File: src/rtl/lsu_pkg.sv
// Shared constants and types for the load/store memory port.
package lsu_pkg;

    localparam logic [6:0] OP_LOAD  = 7'b0000011;
    localparam logic [6:0] OP_STORE = 7'b0100011;

    localparam logic [2:0] F3_B  = 3'b000;
    localparam logic [2:0] F3_H  = 3'b001;
    localparam logic [2:0] F3_W  = 3'b010;
    localparam logic [2:0] F3_BU = 3'b100;
    localparam logic [2:0] F3_HU = 3'b101;

    typedef enum logic [1:0] {SZ_B = 2'd0, SZ_H = 2'd1, SZ_W = 2'd2} size_e;
    typedef enum logic [1:0] {IDLE = 2'd0, ACCESS = 2'd1, DONE = 2'd2} state_e;

    function automatic logic f3_legal(input logic [2:0] f3);
        case (f3)
            F3_B, F3_H, F3_W, F3_BU, F3_HU: f3_legal = 1'b1;
            default:                        f3_legal = 1'b0;
        endcase
    endfunction

    // Signedness is handled downstream, so B/BU and H/HU share a size.
    function automatic size_e f3_size(input logic [2:0] f3);
        case (f3)
            F3_B, F3_BU: f3_size = SZ_B;
            F3_H, F3_HU: f3_size = SZ_H;
            default:     f3_size = SZ_W;
        endcase
    endfunction

endpackage

File: src/rtl/lsu_mem_port_lane_align.sv
// Byte-lane steering: byte enables and store replication from size/offset,
// plus the load-data shift that brings the addressed lane down to bit 0.
module lsu_lane_align #(
    parameter int WIDTH = 32
) (
    input  logic [1:0]       i_size,
    input  logic [1:0]       i_off,
    input  logic [WIDTH-1:0] i_wdata,
    input  logic [1:0]       i_rd_off,
    input  logic [WIDTH-1:0] i_rdata,
    output logic [3:0]       o_be,
    output logic [WIDTH-1:0] o_wdata,
    output logic [WIDTH-1:0] o_rdata
);
    import lsu_pkg::*;

    // Lane enables and replicated store data for the requested size.
    always_comb begin
        o_be    = 4'b0000;
        o_wdata = i_wdata;
        case (i_size)
            SZ_B: begin
                o_be    = 4'b0001 << i_off;
                o_wdata = {(WIDTH/8){i_wdata[7:0]}};
            end
            SZ_H: begin
                o_be    = 4'b0011 << i_off;
                o_wdata = {(WIDTH/16){i_wdata[15:0]}};
            end
            SZ_W: begin
                o_be    = 4'b1111;
                o_wdata = i_wdata;
            end
            default: begin
                o_be    = 4'b0000;
                o_wdata = i_wdata;
            end
        endcase
    end

    assign o_rdata = i_rdata >> {i_rd_off, 3'b000};

endmodule

File: src/rtl/lsu_mem_port.sv
// Sequential load/store port: one word-aligned request per access, stalls while busy.
// Optional LSU_MISALIGN_TRAP_EN: misaligned half/word accesses end in err instead of being force-aligned.
module lsu_mem_port #(
    parameter int WIDTH   = 32,
    parameter int TIMEOUT = 255
) (
    input  logic             i_clk,
    input  logic             i_rst_n,
    input  logic             i_start,
    input  logic [WIDTH-1:0] i_inst,
    input  logic [WIDTH-1:0] i_addr,
    input  logic [WIDTH-1:0] i_wdata,
    output logic [WIDTH-1:0] o_rdata_out,
    output logic             o_done,
    output logic             o_busy,
    output logic             o_err,
    output logic             o_mem_req,
    output logic             o_mem_we,
    output logic [3:0]       o_mem_be,
    output logic [WIDTH-1:0] o_mem_addr,
    output logic [WIDTH-1:0] o_mem_wdata,
    input  logic             i_mem_ready,
    input  logic [WIDTH-1:0] i_mem_rdata
);
    import lsu_pkg::*;

    localparam logic [7:0] TO_L = 8'(TIMEOUT);

    state_e           r_state;
    state_e           w_state_nxt;
    logic             r_err;
    logic             w_err_nxt;
    logic [7:0]       r_cnt;
    logic [7:0]       w_cnt_inc;
    logic             r_we;
    logic [3:0]       r_be;
    logic [WIDTH-1:0] r_addr;
    logic [WIDTH-1:0] r_wdata;
    logic [1:0]       r_off;
    logic [WIDTH-1:0] r_rdata;

    logic [6:0]       w_opcode;
    logic [2:0]       w_f3;
    logic [1:0]       w_size;
    logic             w_is_mem;
    logic             w_accept;
    logic [1:0]       w_off;
    logic             w_misalign;
    logic             w_bad;
    logic [3:0]       w_be;
    logic [WIDTH-1:0] w_wdata;
    logic [WIDTH-1:0] w_rdata;
    logic             w_unused_inst;

    assign w_opcode      = i_inst[6:0];
    assign w_f3          = i_inst[14:12];
    assign w_size        = f3_size(w_f3);
    assign w_is_mem      = (w_opcode == OP_LOAD) || (w_opcode == OP_STORE);
    assign w_accept      = i_start && (r_state == IDLE) && w_is_mem;
    assign w_bad         = !f3_legal(w_f3) || w_misalign;
    assign w_cnt_inc     = r_cnt + 8'd1;
    assign w_unused_inst = ^{i_inst[WIDTH-1:15], i_inst[11:7]};

    // Effective lane offset and misalignment detection.
    always_comb begin
        w_off      = i_addr[1:0];
        w_misalign = 1'b0;
`ifdef LSU_MISALIGN_TRAP_EN
        case (w_size)
            SZ_H:    w_misalign = i_addr[0];
            SZ_W:    w_misalign = (i_addr[1:0] != 2'b00);
            default: w_misalign = 1'b0;
        endcase
`else
        case (w_size)
            SZ_H:    w_off = {i_addr[1], 1'b0};
            SZ_W:    w_off = 2'b00;
            default: w_off = i_addr[1:0];
        endcase
`endif
    end

    lsu_lane_align #(.WIDTH(WIDTH)) u_lane (
        .i_size   (w_size),
        .i_off    (w_off),
        .i_wdata  (i_wdata),
        .i_rd_off (r_off),
        .i_rdata  (i_mem_rdata),
        .o_be     (w_be),
        .o_wdata  (w_wdata),
        .o_rdata  (w_rdata)
    );

    // Next-state and completion-error decode.
    always_comb begin
        w_state_nxt = r_state;
        w_err_nxt   = 1'b0;
        case (r_state)
            IDLE: begin
                if (w_accept) begin
                    if (w_bad) begin
                        w_state_nxt = DONE;
                        w_err_nxt   = 1'b1;
                    end else begin
                        w_state_nxt = ACCESS;
                    end
                end else begin
                    w_state_nxt = IDLE;
                end
            end
            ACCESS: begin
                // A handshake on the timeout edge still completes cleanly.
                if (i_mem_ready) begin
                    w_state_nxt = DONE;
                end else if (w_cnt_inc == TO_L) begin
                    w_state_nxt = DONE;
                    w_err_nxt   = 1'b1;
                end else begin
                    w_state_nxt = ACCESS;
                end
            end
            DONE:    w_state_nxt = IDLE;
            default: w_state_nxt = IDLE;
        endcase
    end

    // State and error registers.
    always_ff @(posedge i_clk or negedge i_rst_n) begin
        if (!i_rst_n) begin
            r_state <= IDLE;
            r_err   <= 1'b0;
        end else begin
            r_state <= w_state_nxt;
            r_err   <= w_err_nxt;
        end
    end

    // Wait counter: cleared outside ACCESS, counts cycles without ready.
    always_ff @(posedge i_clk or negedge i_rst_n) begin
        if (!i_rst_n) begin
            r_cnt <= 8'd0;
        end else if (r_state != ACCESS) begin
            r_cnt <= 8'd0;
        end else if (!i_mem_ready) begin
            r_cnt <= w_cnt_inc;
        end
    end

    // Request fields captured once per accepted start, held through the access.
    always_ff @(posedge i_clk or negedge i_rst_n) begin
        if (!i_rst_n) begin
            r_we    <= 1'b0;
            r_be    <= 4'b0000;
            r_addr  <= '0;
            r_wdata <= '0;
            r_off   <= 2'b00;
        end else if (w_accept) begin
            r_we    <= (w_opcode == OP_STORE);
            r_be    <= w_be;
            r_addr  <= {i_addr[WIDTH-1:2], 2'b00};
            r_wdata <= w_wdata;
            r_off   <= w_off;
        end
    end

    // Load result updates only on a completed load handshake.
    always_ff @(posedge i_clk or negedge i_rst_n) begin
        if (!i_rst_n) begin
            r_rdata <= '0;
        end else if ((r_state == ACCESS) && i_mem_ready && !r_we) begin
            r_rdata <= w_rdata;
        end
    end

    assign o_rdata_out = r_rdata;
    assign o_done      = (r_state == DONE);
    assign o_busy      = (r_state != IDLE);
    assign o_err       = r_err;
    assign o_mem_req   = (r_state == ACCESS);
    assign o_mem_we    = r_we;
    assign o_mem_be    = r_be;
    assign o_mem_addr  = r_addr;
    assign o_mem_wdata = r_wdata;

endmodule

File: config.mk
export PLATFORM = sky130hd
export DESIGN_NAME = lsu_mem_port
export DESIGN_NICKNAME = d
export VERILOG_FILES = /design/src/rtl/lsu_pkg.sv /design/src/rtl/lsu_mem_port_lane_align.sv /design/src/rtl/lsu_mem_port.sv
export SDC_FILE = /design/constraint.sdc
export NUM_CORES = 1
export LEC_CHECK = 0
export BUFFER_PORTS_ARGS = -buffer_cell sky130_fd_sc_hd__buf_2
export CAP_MARGIN = 15
export CORE_ASPECT_RATIO = 1.1
export CORE_MARGIN = 2
export CORE_UTILIZATION = 43
export CTS_BUF_LIST = sky130_fd_sc_hd__clkbuf_4 sky130_fd_sc_hd__clkbuf_8 sky130_fd_sc_hd__clkbuf_16
export DETAILED_ROUTE_END_ITERATION = 10
export PLACE_DENSITY = 0.8
export SYNTH_ARGS = -nofsm -noshare
export SYNTH_HDL_FRONTEND = slang
export SYNTH_SLANG_ARGS = --single-unit
File: constraint.sdc
create_clock -name i_clk -period 1.6 [get_ports i_clk]
set_input_delay 0.32 -clock i_clk [delete_from_list [all_inputs] [get_ports i_clk]]
set_output_delay 0.32 -clock i_clk [all_outputs]
set_load 0.02 [all_outputs]
==> results.cfg, run 1 <==
[grt]
grt.overflow.total = 0
grt_max_degree = 80
grt_antenna_before_repair = 0
grt_use_total_pct = 21.9
grt_pass1_vias = 4634
grt_pass1_wl_um = 22300

[detailed_routing]
route.detailed.vias_per_inst = 5.02
routed_wirelength_um = 14000
remaining_drc_errors = 0
via_count = 4688
drtAntennaViolNets = 0
drt_pass1_iterations = 4
detail_route.wl_per_cell_um = 15.1
drt_iter0_markers = 357

[finish]
antenna_cells = 0
multi_input_area_sq_um = 2300
post-route-cell-area_sq_um = 6970
area_growth_syn_to_layout_pct = 33.8
final_cell_count_without_fillers = 933
fillCellCount = 1039
final_layout_size_suffix_gt1_share_pct = 36.7
num-nets-final = 910
ff_latch_area_sq_um = 2800

[power]
power.ir.vdd_worst_uv = 560
power.switching_fraction_pct = 29.2
combPwrFrac_pct = 21.4
leakage_nw = 3.79
power.clock.fraction_pct = 32.8
power_density_nw_per_um2 = 1040
switchingPower_mw = 2.12
power.sequential.fraction_pct = 45.8
intPower_mw = 5.13

[logic_synthesis]
most_common_library_cells_after_synthesis = sky130_fd_sc_hd__nand2_1 (185), sky130_fd_sc_hd__dfrtp_1 (112), sky130_fd_sc_hd__o21ai_0 (44), sky130_fd_sc_hd__mux2i_1 (41), sky130_fd_sc_hd__nor2_1 (32)
syn-mean-instance-area_sq_um = 9.22
yosys_register_bits = 112
ys_async_sr_fraction_pct = 100
synth_top_cells_by_area = sky130_fd_sc_hd__dfrtp_1 (54%), sky130_fd_sc_hd__nand2_1 (13%), sky130_fd_sc_hd__mux2i_1 (7.9%), sky130_fd_sc_hd__o21ai_0 (4.2%), sky130_fd_sc_hd__a21oi_1 (2.5%)
synth_largest_area_cell = sky130_fd_sc_hd__dfrtp_1
synthDistinctLibCells = 39
synthesis.yosys.warnings = 0
synth.cell_area_sq_um = 5210
yosys.area_share.simple_pct = 20.0
post_synth_fa_ha_maj_area_fraction_pct = 0.480
synth_edf_count = 0
synth.area.mux_share_pct = 9.82
synth_top_area_share_pct = 53.8
synthMostInstantiatedCell = sky130_fd_sc_hd__nand2_1
leading_register_cell_type_out_of_synthesis = sky130_fd_sc_hd__dfrtp_1
synth_seq_area_share_pct = 53.8
synth_top_family_by_area = simple AND/OR/NAND/NOR gates
xor_xnor_share_of_the_synthesized_area_pct = 1.34
postSynthCellCount = 565
synth_compound_area_share_pct = 10.5

[timing]
fmax_mhz = 587
period_share_pct = 106
setup_slack_ns = -0.104
period_minus_slack_ns = 1.70
final.setup.tns_ns = -2.75
final_max_slew_viol_count = 0
whs_ns = -0.00131
finalHoldViolations = 2
setup_viol_count_final = 65
rsz0062_at_grt = true
skew_ns = 0.00427

[cts]
cts_num_sinks = 112
clk_transition_reported_paths_ns = 0.07
cts-buffers-inserted = 9
cell_chosen_for_the_clock_root = sky130_fd_sc_hd__clkbuf_16
level_count_of_the_clock_h_tree = 3
clock_tree.buffer_depth = 2
post-cts-setup-buffer-count = 0
clock_latency_ns = 0.34
tritoncts = built
post_cts_hold_buffer_count = 0

[placement]
placed_cells = 919
detailed_place.area_sq_um = 6530
place_congestion = 0.882
io_buffers = 212
dp_hpwl_um = 10400

[run_status]
status = complete, but fails checks
violations = hold timing, setup timing

[worst_setup_path]
cells_along_the_critical_path = nor4_2, nand3b_1, or3_4, buf_12, o31ai_2
r2r_slack_ns = -0.10
cp.required_ns = 1.84
ff2ff_path_depth = 5
source_of_the_critical_timing_path = r_state[1]
critical_path.n_buffers_inverters = 1
crit_path_end = o_mem_be[3]
critPathMaxStageDelay_ns = 0.42
r2r-end = o_mem_be[3]
setup.worst_path.class = flop to flop
worst-path-max-fanout = 19
critPathCaptureType = flop
crit_slowest_cell = sky130_fd_sc_hd__dfrtp_1
worstSetupStartpointType = flop
arrival_ns = 1.95
rr_startpoint = r_state[1]
critical_path.top_delay_family = simple AND/OR/NAND/NOR gates
cp.depth = 5

[floorplanning]
core_area_sq_um = 11900
initial_utilization_pct = 43.7
die_area_sq_um = 13000
chipWidth_um = 109
total_number_of_placement_rows = 42
ios = 237
floorplan.die.height_um = 119

[run]
max_cap_violations = 0

[min_path]
hold_path.class = input port to async pin
-- power groups by stage --
| stage | Sequential, mW | Clock [mW] | Combinational, mW |
|---|---|---|---|
| after global placement | 3.36 | 0 | 1.51 |
| after detailed placement | 3.37 | 0 | 1.55 |
| after CTS | 3.32 | 2.45 | 1.55 |
| final | 3.32 | 2.38 | 1.55 |
| after floorplan | 3.75 | 0 | 0.449 |
| after global routing | 3.36 | 2.56 | 1.70 |
-- layout by cell type, fill, tap and decap left out, drive strengths merged, types with 4 or more instances in the layout --
cell type / Yosys / routed
a211oi: 8 / 8
a21oi: 26 / 26
buf: 14 / 239
clkbuf: 26 / 11
dfrtp: 112 / 112
inv: 4 / 4
mux2: 9 / 9
mux2i: 41 / 41
nand2: 185 / 185
nand3b: 4 / 4
nor2: 32 / 32
nor2b: 11 / 11
o21ai: 44 / 44
o31ai: 11 / 11
xor2: 5 / 5
-- per-stage QoR --
stage | hold slack (ns) | power, mW | utilization (%) | setup WS [ns]
floorplan | 0.0244 | 4.20 | - | -0.119
global placement | 0.395 | 4.87 | 54.7 | -0.276
detailed placement | 0.388 | 4.92 | 54.7 | -0.364
CTS | 0.0201 | 7.32 | 57.7 | -0.116
global route | 0.0415 | 7.62 | 58.4 | -0.199
finish | -0.00131 | 7.25 | 58.4 | -0.104
-- worst reg2reg max path: stages, from the launching register on --
cell and delay [ns]:
sky130_fd_sc_hd__dfrtp_1 0.42, sky130_fd_sc_hd__nor4_2 0.22, sky130_fd_sc_hd__nand3b_1 0.12, sky130_fd_sc_hd__or3_4 0.42, sky130_fd_sc_hd__buf_12 0.17, sky130_fd_sc_hd__o31ai_2 0.25
-- flip-flops by register name (all words and copies together) (netlist names) --
signal and cells:
o_rdata_out 32, o_mem_be 4, r_state 2, o_err 1
o_mem_addr 30, r_cnt 8, o_mem_we 1, r_off 2
o_mem_wdata 32
-- how the worst min path moves through the flow --
stage                            to  slack [ns]  cells after the start
finish               o_rdata_out[7]      -0.001                      2
global route            o_mem_be[3]        0.04                      2
CTS                  o_rdata_out[7]        0.02                      2
detailed placement  o_rdata_out[14]        0.39                      2
global placement     o_rdata_out[7]        0.39                      2
floorplan                     o_err        0.02                      0
-- cells by family after synthesis --
kind of cell,Yosys count
buf+inv,44
flops,112
xor+xnor,8
compound gates,96
other cells,1
simple gates,252
mux,50
fa+ha+maj,2
-- what timing repair did --
item,CTS,global route
endpoints found under the setup margin,72,74
pin swaps,2,1
hold endpoints to repair,0,0
gates cloned,0,0
resized for setup,14,28
-- layout make-up --
type / count / share of cell area (%)
multi-input cells: 410 / 32.9
repair buffers: 239 / 19.4
inverters: 4 / 0.215
clock buffers: 11 / 3.54
flip-flops and latches: 112 / 40.2
clock inverters: 3 / 0.969
well taps: 154 / 2.76
-- layer usage --
metal | routed length [um] | GRT usage (%)
met5 | 0 | 0
met4 | 383 | 9.29
met3 | 893 | 3.34
met2 | 6770 | 35.8
met1 | 6000 | 28.8
(Power assumes the default switching activity.)
==> inputs of run 2 (changes only) <==
--- a/config.mk
+++ b/config.mk
@@ -9,10 +9,10 @@
 export CAP_MARGIN = 15
 export CORE_ASPECT_RATIO = 1.1
 export CORE_MARGIN = 2
-export CORE_UTILIZATION = 43
+export CORE_UTILIZATION = 38
 export CTS_BUF_LIST = sky130_fd_sc_hd__clkbuf_4 sky130_fd_sc_hd__clkbuf_8 sky130_fd_sc_hd__clkbuf_16
 export DETAILED_ROUTE_END_ITERATION = 10
-export PLACE_DENSITY = 0.8
+export PLACE_DENSITY = 0.73
 export SYNTH_ARGS = -nofsm -noshare
 export SYNTH_HDL_FRONTEND = slang
 export SYNTH_SLANG_ARGS = --single-unit
==> run 2 against run 1 <==
Compared with the run above:
- the run ends with setup timing left
- largest power group unchanged
- clock skew rose by 0.0052 ns
- clock power decreased by 4%
- sequential power hardly changed
- flip-flop and latch count unchanged
- worst hold slack better by 0.15 ns
- final area up 9.9%
- maximum frequency up 1.1%
- highest routed layer unchanged
- first-iteration DRC count decreased by 14%
- global-route usage decreased by 1.2 points
- critical path depth rose by 2
- wire length grew 11%
- power increased by 0.98%
==> results.cfg, run 2 (synthesis results as in run 1) <==
[run_status]
status = complete, but fails checks
violations = setup timing

[worst_setup_path]
worst-path-max-fanout = 16
critical_path.top_delay_family = simple AND/OR/NAND/NOR gates
critPathCaptureType = flop
arrival_ns = 1.93
r2r_slack_ns = -0.08
critPathMaxStageDelay_ns = 0.41
critical_path.n_buffers_inverters = 2
crit_slowest_cell = sky130_fd_sc_hd__dfrtp_1
setup.worst_path.class = flop to flop
cp_common_cell = sky130_fd_sc_hd__nand2_1
worstSetupStartpointType = flop
cp.required_ns = 1.84
cells_along_the_critical_path = nor4_2, nand3b_1, or3_4, buf_4, buf_12, nand2_1, nand2_1

[finish]
fillCellCount = 1192
multi_input_area_sq_um = 2590
layout_common_cells = sky130_fd_sc_hd__buf_2 (209), sky130_fd_sc_hd__nand2_1 (141), sky130_fd_sc_hd__dfrtp_1 (112), sky130_fd_sc_hd__mux2i_1 (41), sky130_fd_sc_hd__nor2_1 (32)
mostFrequentLayoutCell = sky130_fd_sc_hd__buf_2
num-nets-final = 932
ff_latch_area_sq_um = 2800
final_util_pct = 57.5
final_layout_size_suffix_gt1_share_pct = 46.0
area_growth_syn_to_layout_pct = 47.0

[timing]
rsz0062_at_grt = true
period_minus_slack_ns = 1.68
period_share_pct = 105
finalHoldViolations = 0
setup_viol_count_final = 71
setup_slack_ns = -0.0846
fmax_mhz = 594
final_max_slew_viol_count = 0
skew_ns = 0.00947

[placement]
place_congestion = 0.851
dp_hpwl_um = 10200
dpl_worst_slack_ns = -0.341
io_buffers = 212

[detailed_routing]
drt_iter0_markers = 306
route.detailed.vias_per_inst = 5.03
remaining_drc_errors = 0
drt_pass1_iterations = 4
detail_route.wl_per_cell_um = 15.8
drtAntennaViolNets = 0
via_count = 4964
routed_wirelength_um = 15600

[cts]
cts_num_sinks = 112
cts-buffers-inserted = 9
level_count_of_the_clock_h_tree = 3
cell_chosen_for_the_clock_root = sky130_fd_sc_hd__clkbuf_16
tritoncts = built
clock_latency_ns = 0.36
clock_tree.buffer_depth = 2
clk_transition_reported_paths_ns = 0.08

[min_path]
hold_path.class = input port to flop

[power]
power_density_nw_per_um2 = 956
power.ir.vdd_worst_uv = 537
leakage_nw = 4.06

[floorplanning]
floorplan.die.height_um = 127
core_area_sq_um = 13300
initial_utilization_pct = 39.1
total_number_of_placement_rows = 44
die_area_sq_um = 14700
chipWidth_um = 116
ios = 237

[grt]
grt_max_degree = 61
grt.overflow.total = 0
grt_pass1_vias = 4664
grt_pass1_wl_um = 24000
grt_use_total_pct = 20.7
grt_antenna_before_repair = 1

[run]
max_cap_violations = 0
run 2: repair_timing:
| item | 4_1_cts | 5_1_grt |
|---|---|---|
| cloned | 6 | 3 |
| hold buffers | 1 | 0 |
| endpoints found under the hold margin | 96 | 0 |
| setup buffers | 3 | 2 |
| endpoints found under the setup margin | 73 | 82 |
| gates resized for setup | 77 | 75 |
| pin swaps | 42 | 35 |
run 2: layout make-up:
class,count,share of cell area [%]
Clock inverter,3,0.572
Sequential cell,112,36.6
Clock buffer,12,3.23
Timing Repair Buffer,261,22.6
Antenna cell,1,0.0327
Tap cell,184,3.01
Inverter,4,0.196
Multi-Input combinational cell,410,33.8
run 2: path summary, 6_finish.rpt:
check                         startpoint               to  cells past startpoint
setup / recovery              r_state[1]   o_mem_addr[21]                      7
hold / removal                 i_addr[4]    o_mem_addr[4]                      3
setup reg to reg              r_state[1]   o_mem_addr[21]                      7
hold reg to reg            o_mem_addr[8]    o_mem_addr[8]                      2
max in group asynchronous        i_rst_n  o_rdata_out[30]                      3
min in group asynchronous        i_rst_n   o_mem_addr[31]                      3
run 2: stage by stage:
stage | TNS [ns] | instance area [sq um] | hold slack (ns) | std cells | power, mW
after floorplan | -3.71 | 5220 | 0.0244 | 566 | 4.20
after global placement | -15.80 | 6650 | 0.346 | 957 | 4.89
after detailed placement | -16.53 | 6650 | 0.348 | 957 | 4.92
after CTS | -3.99 | 7320 | 0.142 | 982 | 7.27
after global routing | -11.37 | 7660 | 0.153 | 987 | 7.68
final | -3.23 | 7660 | 0.153 | 987 | 7.33
run 2: power by group:
group / leakage (nW) / total (mW) / switching (mW) / internal (mW)
Combinational: 2.40 / 1.70 / 1.04 / 0.661
Sequential: 1.51 / 3.35 / 0.207 / 3.15
Clock: 0.147 / 2.28 / 1.01 / 1.26
Total: 4.06 / 7.33 / 2.26 / 5.07
run 2: tightest hold or removal path: stages:
cell	delay, ns
sky130_fd_sc_hd__buf_2	0.07
sky130_fd_sc_hd__nand2_1	0.04
sky130_fd_sc_hd__nand2_1	0.04
run 2: metal layers:
| metal | vias up | GRT usage [%] | part of all wire, % |
|---|---|---|---|
| met5 | - | 0 | 0 |
| met4 | 0 | 8.68 | 2.6 |
| met3 | 29 | 3.49 | 5.9 |
| met2 | 176 | 33.2 | 50 |
| met1 | 2407 | 27.7 | 41 |
| li1 | 2352 | - | - |
